File: src/rtl/axis_to_native.sv
// axis_to_native: AXI4-Stream pixels in, native vsync/hsync/de video timing out.
// Define AXIS2NATIVE_LINE_CHECK_EN to buffer tlast and check every line's length.
module axis_to_native #(
    parameter int DSIZE      = 24,
    parameter int FIFO_DEPTH = 16,
    parameter int H_TOTAL    = 8,
    parameter int H_ACTIVE   = 4,
    parameter int H_SYNC     = 1,
    parameter int V_TOTAL    = 4,
    parameter int V_ACTIVE   = 2,
    parameter int V_SYNC     = 1
) (
    input  logic             clock,
    input  logic             rst_n,
    input  logic [DSIZE-1:0] axi_tdata,
    input  logic             axi_tvalid,
    output logic             axi_tready,
    input  logic             axi_tuser,
    input  logic             axi_tlast,
    output logic             vsync,
    output logic             hsync,
    output logic             de,
    output logic [DSIZE-1:0] odata,
    output logic             locked,
    output logic             underflow,
    output logic             line_err
);

    localparam int AW = $clog2(FIFO_DEPTH);
    localparam int HW = $clog2(H_TOTAL);
    localparam int VW = $clog2(V_TOTAL);

    localparam logic [HW-1:0] H_LAST  = HW'(H_TOTAL - 1);
    localparam logic [HW-1:0] H_START = HW'(H_TOTAL - H_ACTIVE);
    localparam logic [HW-1:0] H_SW    = HW'(H_SYNC);
    localparam logic [VW-1:0] V_LAST  = VW'(V_TOTAL - 1);
    localparam logic [VW-1:0] V_START = VW'(V_TOTAL - V_ACTIVE);
    localparam logic [VW-1:0] V_SW    = VW'(V_SYNC);
    localparam logic [AW:0]   FULL    = (AW+1)'(FIFO_DEPTH);

`ifdef AXIS2NATIVE_LINE_CHECK_EN
    localparam int FW = DSIZE + 1;
`else
    localparam int FW = DSIZE;
`endif

    typedef enum logic {IDLE, RUN} state_t;

    state_t         state;
    logic [HW-1:0]  h_cnt;
    logic [VW-1:0]  v_cnt;
    logic [FW-1:0]  mem [FIFO_DEPTH];
    logic [AW-1:0]  wr_ptr;
    logic [AW-1:0]  rd_ptr;
    logic [AW:0]    count;

    logic           run;
    logic           empty;
    logic           wr_en;
    logic           active;
    logic           hs;
    logic           vs;
    logic           starve;
    logic           chk_fail;
    logic           abort;
    logic [FW-1:0]  wr_word;
    logic [FW-1:0]  head;

    assign run        = (state == RUN);
    assign empty      = (count == '0);
    assign axi_tready = rst_n & (~run | (count != FULL));
    // Outside RUN only the frame-start beat is kept; others drain.
    assign wr_en      = axi_tvalid & axi_tready & (run | axi_tuser);

    assign active = run & (h_cnt >= H_START) & (v_cnt >= V_START);
    assign hs     = run & (h_cnt < H_SW);
    assign vs     = run & (v_cnt < V_SW);
    assign head   = mem[rd_ptr];
    assign starve = active & empty;

`ifdef AXIS2NATIVE_LINE_CHECK_EN
    assign wr_word  = {axi_tlast, axi_tdata};
    assign chk_fail = active & ~empty
                    & ((h_cnt == H_LAST) ? ~head[DSIZE] : head[DSIZE]);
`else
    logic unused_tlast;
    assign unused_tlast = axi_tlast;
    assign wr_word      = axi_tdata;
    assign chk_fail     = 1'b0;
`endif

    assign abort  = starve | chk_fail;
    assign locked = run;

    always_ff @(posedge clock) begin
        if (wr_en)
            mem[wr_ptr] <= wr_word;
    end

    always_ff @(posedge clock or negedge rst_n) begin
        if (!rst_n) begin
            state     <= IDLE;
            h_cnt     <= '0;
            v_cnt     <= '0;
            wr_ptr    <= '0;
            rd_ptr    <= '0;
            count     <= '0;
            de        <= 1'b0;
            hsync     <= 1'b0;
            vsync     <= 1'b0;
            odata     <= '0;
            underflow <= 1'b0;
            line_err  <= 1'b0;
        end else begin
            de        <= active;
            hsync     <= hs;
            vsync     <= vs;
            underflow <= starve;
            line_err  <= chk_fail;
            if (active)
                odata <= starve ? '0 : head[DSIZE-1:0];

            if (abort) begin
                state  <= IDLE;
                h_cnt  <= '0;
                v_cnt  <= '0;
                wr_ptr <= '0;
                rd_ptr <= '0;
                count  <= '0;
            end else begin
                if (wr_en)
                    wr_ptr <= wr_ptr + 1'b1;
                if (active)
                    rd_ptr <= rd_ptr + 1'b1;
                count <= count + (AW+1)'(wr_en) - (AW+1)'(active);

                if (!run) begin
                    h_cnt <= '0;
                    v_cnt <= '0;
                    if (wr_en)
                        state <= RUN;
                end else if (h_cnt == H_LAST) begin
                    h_cnt <= '0;
                    v_cnt <= (v_cnt == V_LAST) ? '0 : v_cnt + 1'b1;
                end else begin
                    h_cnt <= h_cnt + 1'b1;
                end
            end
        end
    end

endmodule

File: config.mk
export PLATFORM = sky130hd
export DESIGN_NAME = axis_to_native
export DESIGN_NICKNAME = d
export VERILOG_FILES = /design/src/rtl/axis_to_native.sv
export SDC_FILE = /design/constraint.sdc
export NUM_CORES = 1
export LEC_CHECK = 0
export BUFFER_PORTS_ARGS = -buffer_cell sky130_fd_sc_hd__buf_2
export CORE_ASPECT_RATIO = 0.75
export CORE_MARGIN = 2
export CORE_UTILIZATION = 61
export DETAILED_ROUTE_END_ITERATION = 16
export GPL_TIMING_DRIVEN = 0
export PLACE_DENSITY_LB_ADDON = 0.12
export SLEW_MARGIN = 15
export SYNTH_ARGS = -nofsm -noshare
export SYNTH_HDL_FRONTEND = slang
export SYNTH_SLANG_ARGS = --single-unit
export TNS_END_PERCENT = 20
File: constraint.sdc
create_clock -name clock -period 7.42 [get_ports clock]
set_clock_uncertainty 0.15 [all_clocks]
set_input_delay 0.742 -clock clock [delete_from_list [all_inputs] [get_ports clock]]
set_output_delay 0.742 -clock clock [all_outputs]
set_load 0.05 [all_outputs]
==> flow_metrics.env <==
export IMPL_antennaDiodeCount=0
export IMPL_synth_ff_latch_count=431
export IMPL_ys_async_sr_fraction_pct=10.90
export IMPL_drtAntennaViolNets=0
export IMPL_synth_top_cell_by_area="sky130_fd_sc_hd__edfxtp_1"
export IMPL_cells_after_synth=775
export IMPL_cp_start_kind="register"
export IMPL_syn_num_nets=821
export IMPL_clkLatencyLatePin_ns=0.53
export IMPL_leakagePower_nw=6.650
export IMPL_synth_lib_cells_used_distinct=40
export IMPL_wl_per_cell_um=27.25
export IMPL_cts_hold_buffers=0
export IMPL_grt_first_pass_wirelength_um=53240
export IMPL_worst_pin_slew_ns=1.044
export IMPL_cp_required_ns=7.71
export IMPL_seq_power_share_pct=40.7
export IMPL_layout_setup_ws_ns=3.683
export IMPL_timing_critical_path_fanout_max=10
export IMPL_cp_common_cell="sky130_fd_sc_hd__inv_1"
export IMPL_timing_final_setup_violations=0
export IMPL_placement_cell_area_um2=17800
export IMPL_drt_vias_per_instance=6.315
export IMPL_swShare_pct=31.73
export IMPL_worst_r2r_endpoint="count[4]"
export IMPL_power_frac_clock_pct=27.7
export IMPL_max_clock_path_buffers=3
export IMPL_tritoncts="done"
export IMPL_min_delay_path_class="input pin to async pin"
export IMPL_pwr_share_comb_pct=31.6
export IMPL_worst_ir_drop_vdd_mv=0.2339
export IMPL_timing_critical_path_cells="inv_1 > ha_1 > o211ai_1 > clkbuf_1 > inv_1 > ha_1 > inv_1 > ha_1 > inv_1 > fa_1 > nor2b_1 > o21bai_1 > nand3_1 > nor3b_1"
export IMPL_groute_usage_overall_pct=25.62
export IMPL_top_level_ports=60
export IMPL_finalHoldViolCount=0
export IMPL_synthTopCellsByCount="384 x sky130_fd_sc_hd__edfxtp_1, 96 x sky130_fd_sc_hd__mux4_2, 75 x sky130_fd_sc_hd__mux2i_1, 47 x sky130_fd_sc_hd__dfrtp_1, 24 x sky130_fd_sc_hd__a22o_1"
export IMPL_via_count=8108
export IMPL_powerDensity_nw_per_um2=384.7
export IMPL_data_arrival_time_of_the_critical_path_ns=4.03
export IMPL_gpl_final_weighted_congestion=0.7933
export IMPL_synthMostInstantiatedCell="sky130_fd_sc_hd__edfxtp_1"
export IMPL_synth_edf_count=384
export IMPL_finalCriticalPeriod_ns=3.737
export IMPL_initial_core_util_pct=62.01
export IMPL_largest_family_of_logic_cells_by_synthesized_area="multiplexers"
export IMPL_cell_internal_power_dissipation_mw=5.022
export IMPL_clock_root_buffer="sky130_fd_sc_hd__clkbuf_16"
export IMPL_ys_seq_area_share_pct=75.89
export IMPL_synthMuxAreaShare_pct=17.46
export IMPL_max_slew_margin_pct=30.41
export IMPL_synth_simple_gate_area_share_pct=1.696
export IMPL_drc=0
export IMPL_power_switching_mw=2.334
export IMPL_grt_antenna_before_repair=0
export IMPL_cts_inserted_buffers=41
export IMPL_grt_overflow=0
export IMPL_dieWidth_um=195.3
export IMPL_cells_on_worst_reg2reg_path=14
export IMPL_synth_adder_area_share_pct=1.315
export IMPL_worst_setup_path_endpoint="count[4]"
export IMPL_post_cts_setup_buffers=0
export IMPL_grt_max_degree=50
export IMPL_criticalPathCategory="register to register"
export IMPL_htree_levels=2
export IMPL_post_place_setup_slack_ns=3.704
export IMPL_drv_slew=0
export IMPL_crit_path_top_delay_cell="sky130_fd_sc_hd__clkbuf_1"
export IMPL_clock_fmax_ghz=0.2676
export IMPL_core_area_um2=27000
export IMPL_regToRegSetupSlack_ns=3.68
export IMPL_grt_pass1_vias=8600
export IMPL_fp_dieArea_um2=28800
export IMPL_period_share_pct=50.36
export IMPL_syn_avg_cell_area_um2=21.60
export IMPL_synth_area_top_cells="sky130_fd_sc_hd__edfxtp_1 69%, sky130_fd_sc_hd__mux4_2 13%, sky130_fd_sc_hd__dfrtp_1 7.0%"
export IMPL_drtPass1Iterations=5
export IMPL_synth_xor_xnor_area_share_pct=0.1569
export IMPL_hold_worst_slack_ns=0.1079
export IMPL_path_clk_slew_ns=0.06
export IMPL_floorplan_die_height_um=147.5
export IMPL_max_cap_violations=0
export IMPL_detailedRoute_firstIterationViolations=769
export IMPL_syn2layout_area_growth_pct=14.22
export IMPL_synth_yosys_warnings=0
export IMPL_placement_rows=52
export IMPL_place_hpwl_um=22110
export IMPL_ctsResizeCount=0
export IMPL_place_inst=1208
export IMPL_ys_dominant_reg_cell="sky130_fd_sc_hd__edfxtp_1"
export IMPL_crit_path_max_incr_delay_ns=0.57
export IMPL_final_cell_count_no_fill=1284
export IMPL_outcome="complete, no violations"
export IMPL_layout_drive_gt1_share_pct=29.80
export IMPL_synth_compound_area_share_pct=1.950
export IMPL_io_buffers=57
export IMPL_unrepaired_setup_endpoints_after_global_routing="false"
export IMPL_final_net_count=946
export IMPL_worst_setup_path_end_kind="register"
export IMPL_aggregate_routed_wire_length_um=35000
export IMPL_crit_start="v_cnt[0]"
export IMPL_netlist_area_um2=16740
export IMPL_worst_r2r_startpoint="v_cnt[0]"
export IMPL_cts_sinks=431
export IMPL_post_synth_top_area_fraction_pct=68.87
export IMPL_post_route_cell_area_um2=19120
==> how the worst min path moves through the flow <==
| stage | startpoint | end | cells after the start |
|---|---|---|---|
| floorplan | h_cnt[1] | hsync | 1 |
| global placement | h_cnt[1] | hsync | 1 |
| global route | rst_n | count[2] | 1 |
| detailed placement | h_cnt[1] | hsync | 1 |
| CTS | rst_n | count[2] | 1 |
| finish | rst_n | count[2] | 1 |
==> worst max-delay path: cells and delay by family, from the launching register on <==
kind                     cells  cell delay [ns]
AND/OR/NAND/NOR              3             0.47
flip-flops                   1             0.41
buffers and inverters        5             1.03
AO/OA/AOI/OAI                2             0.46
adder cells (fa/ha/maj)      4             1.14
==> per-stage QoR <==
stage	utilization (%)	power, mW	setup TNS [ns]
after floorplan	-	4.695	0
after global placement	64.69	5.262	-44.70
after detailed placement	65.91	5.381	0
after CTS	70.83	7.404	0
after global routing	70.83	7.687	0
final	70.83	7.356	0
==> metal layers <==
layer,global-route usage (%),vias up,wire length [um]
li1,-,3447,-
met1,36.53,4282,14490
met2,42.79,315,17470
met3,3.833,64,2328
met4,6.489,0,708
met5,0,-,0
==> layout make-up <==
class	count	area, um2
buffer	39	187.7
clock buffer	57	1180
clock inverter	19	147.6
fill	1589	7876
inverter	17	63.81
multi-input combinational	288	3825
sequential	431	12710
tap	351	439.2
timing repair buffer	82	574.3
==> power by group through the flow <==
stage	sequential [mW]	clock (mW)	combinational, mW
3_5_place_dp	3.05	0	2.34
2_1_floorplan	3.26	0	1.44
5_1_grt	3.02	2.17	2.50
3_3_place_gp	3.03	0	2.23
4_1_cts	3.00	2.06	2.35
6_report	3.00	2.04	2.32
==> layout by cell type (no fill, tap or decap), drive strengths merged, types with 2 or more instances in the layout <==
cell type  netlist  layout
edfxtp         384     384
dfrtp           47      47
mux4            96      96
clkbuf          13      70
o211ai           2       2
nor3             6       6
nor2b            2       2
clkinvlp         0       2
o21ai            7       7
nand2            7       7
and3             2       2
nor4             5       5
mux2i           75      75
a21oi            5       5
and2            14      14
buf             26     108
ha              16      16
or3              2       2
clkinv           0      14
nand3            2       2
inv             17      18
a22o            24      24
o21a             2       2
nor2             8       8
bufinv           0       2
xnor2            2       2
==> flip-flops by register name (all words and copies together) (netlist names) <==
signal and flops:
count 5, de 1, h_cnt 3, hsync 1
locked 1, mem 384, odata 24, rd_ptr 4
underflow 1, v_cnt 2, vsync 1, wr_ptr 4
==> cell families (layout without fill, tap and decap cells) <==
family | after synthesis | in the layout
AND/OR/NAND/NOR | 52 | 52
AO/OA/AOI/OAI | 43 | 43
XOR/XNOR | 3 | 3
other | 1 | 1
multiplexers | 172 | 172
adder cells (fa/ha/maj) | 17 | 17
buffers and inverters | 56 | 214
flip-flops | 431 | 431
Power figures use the tool's default switching activity.
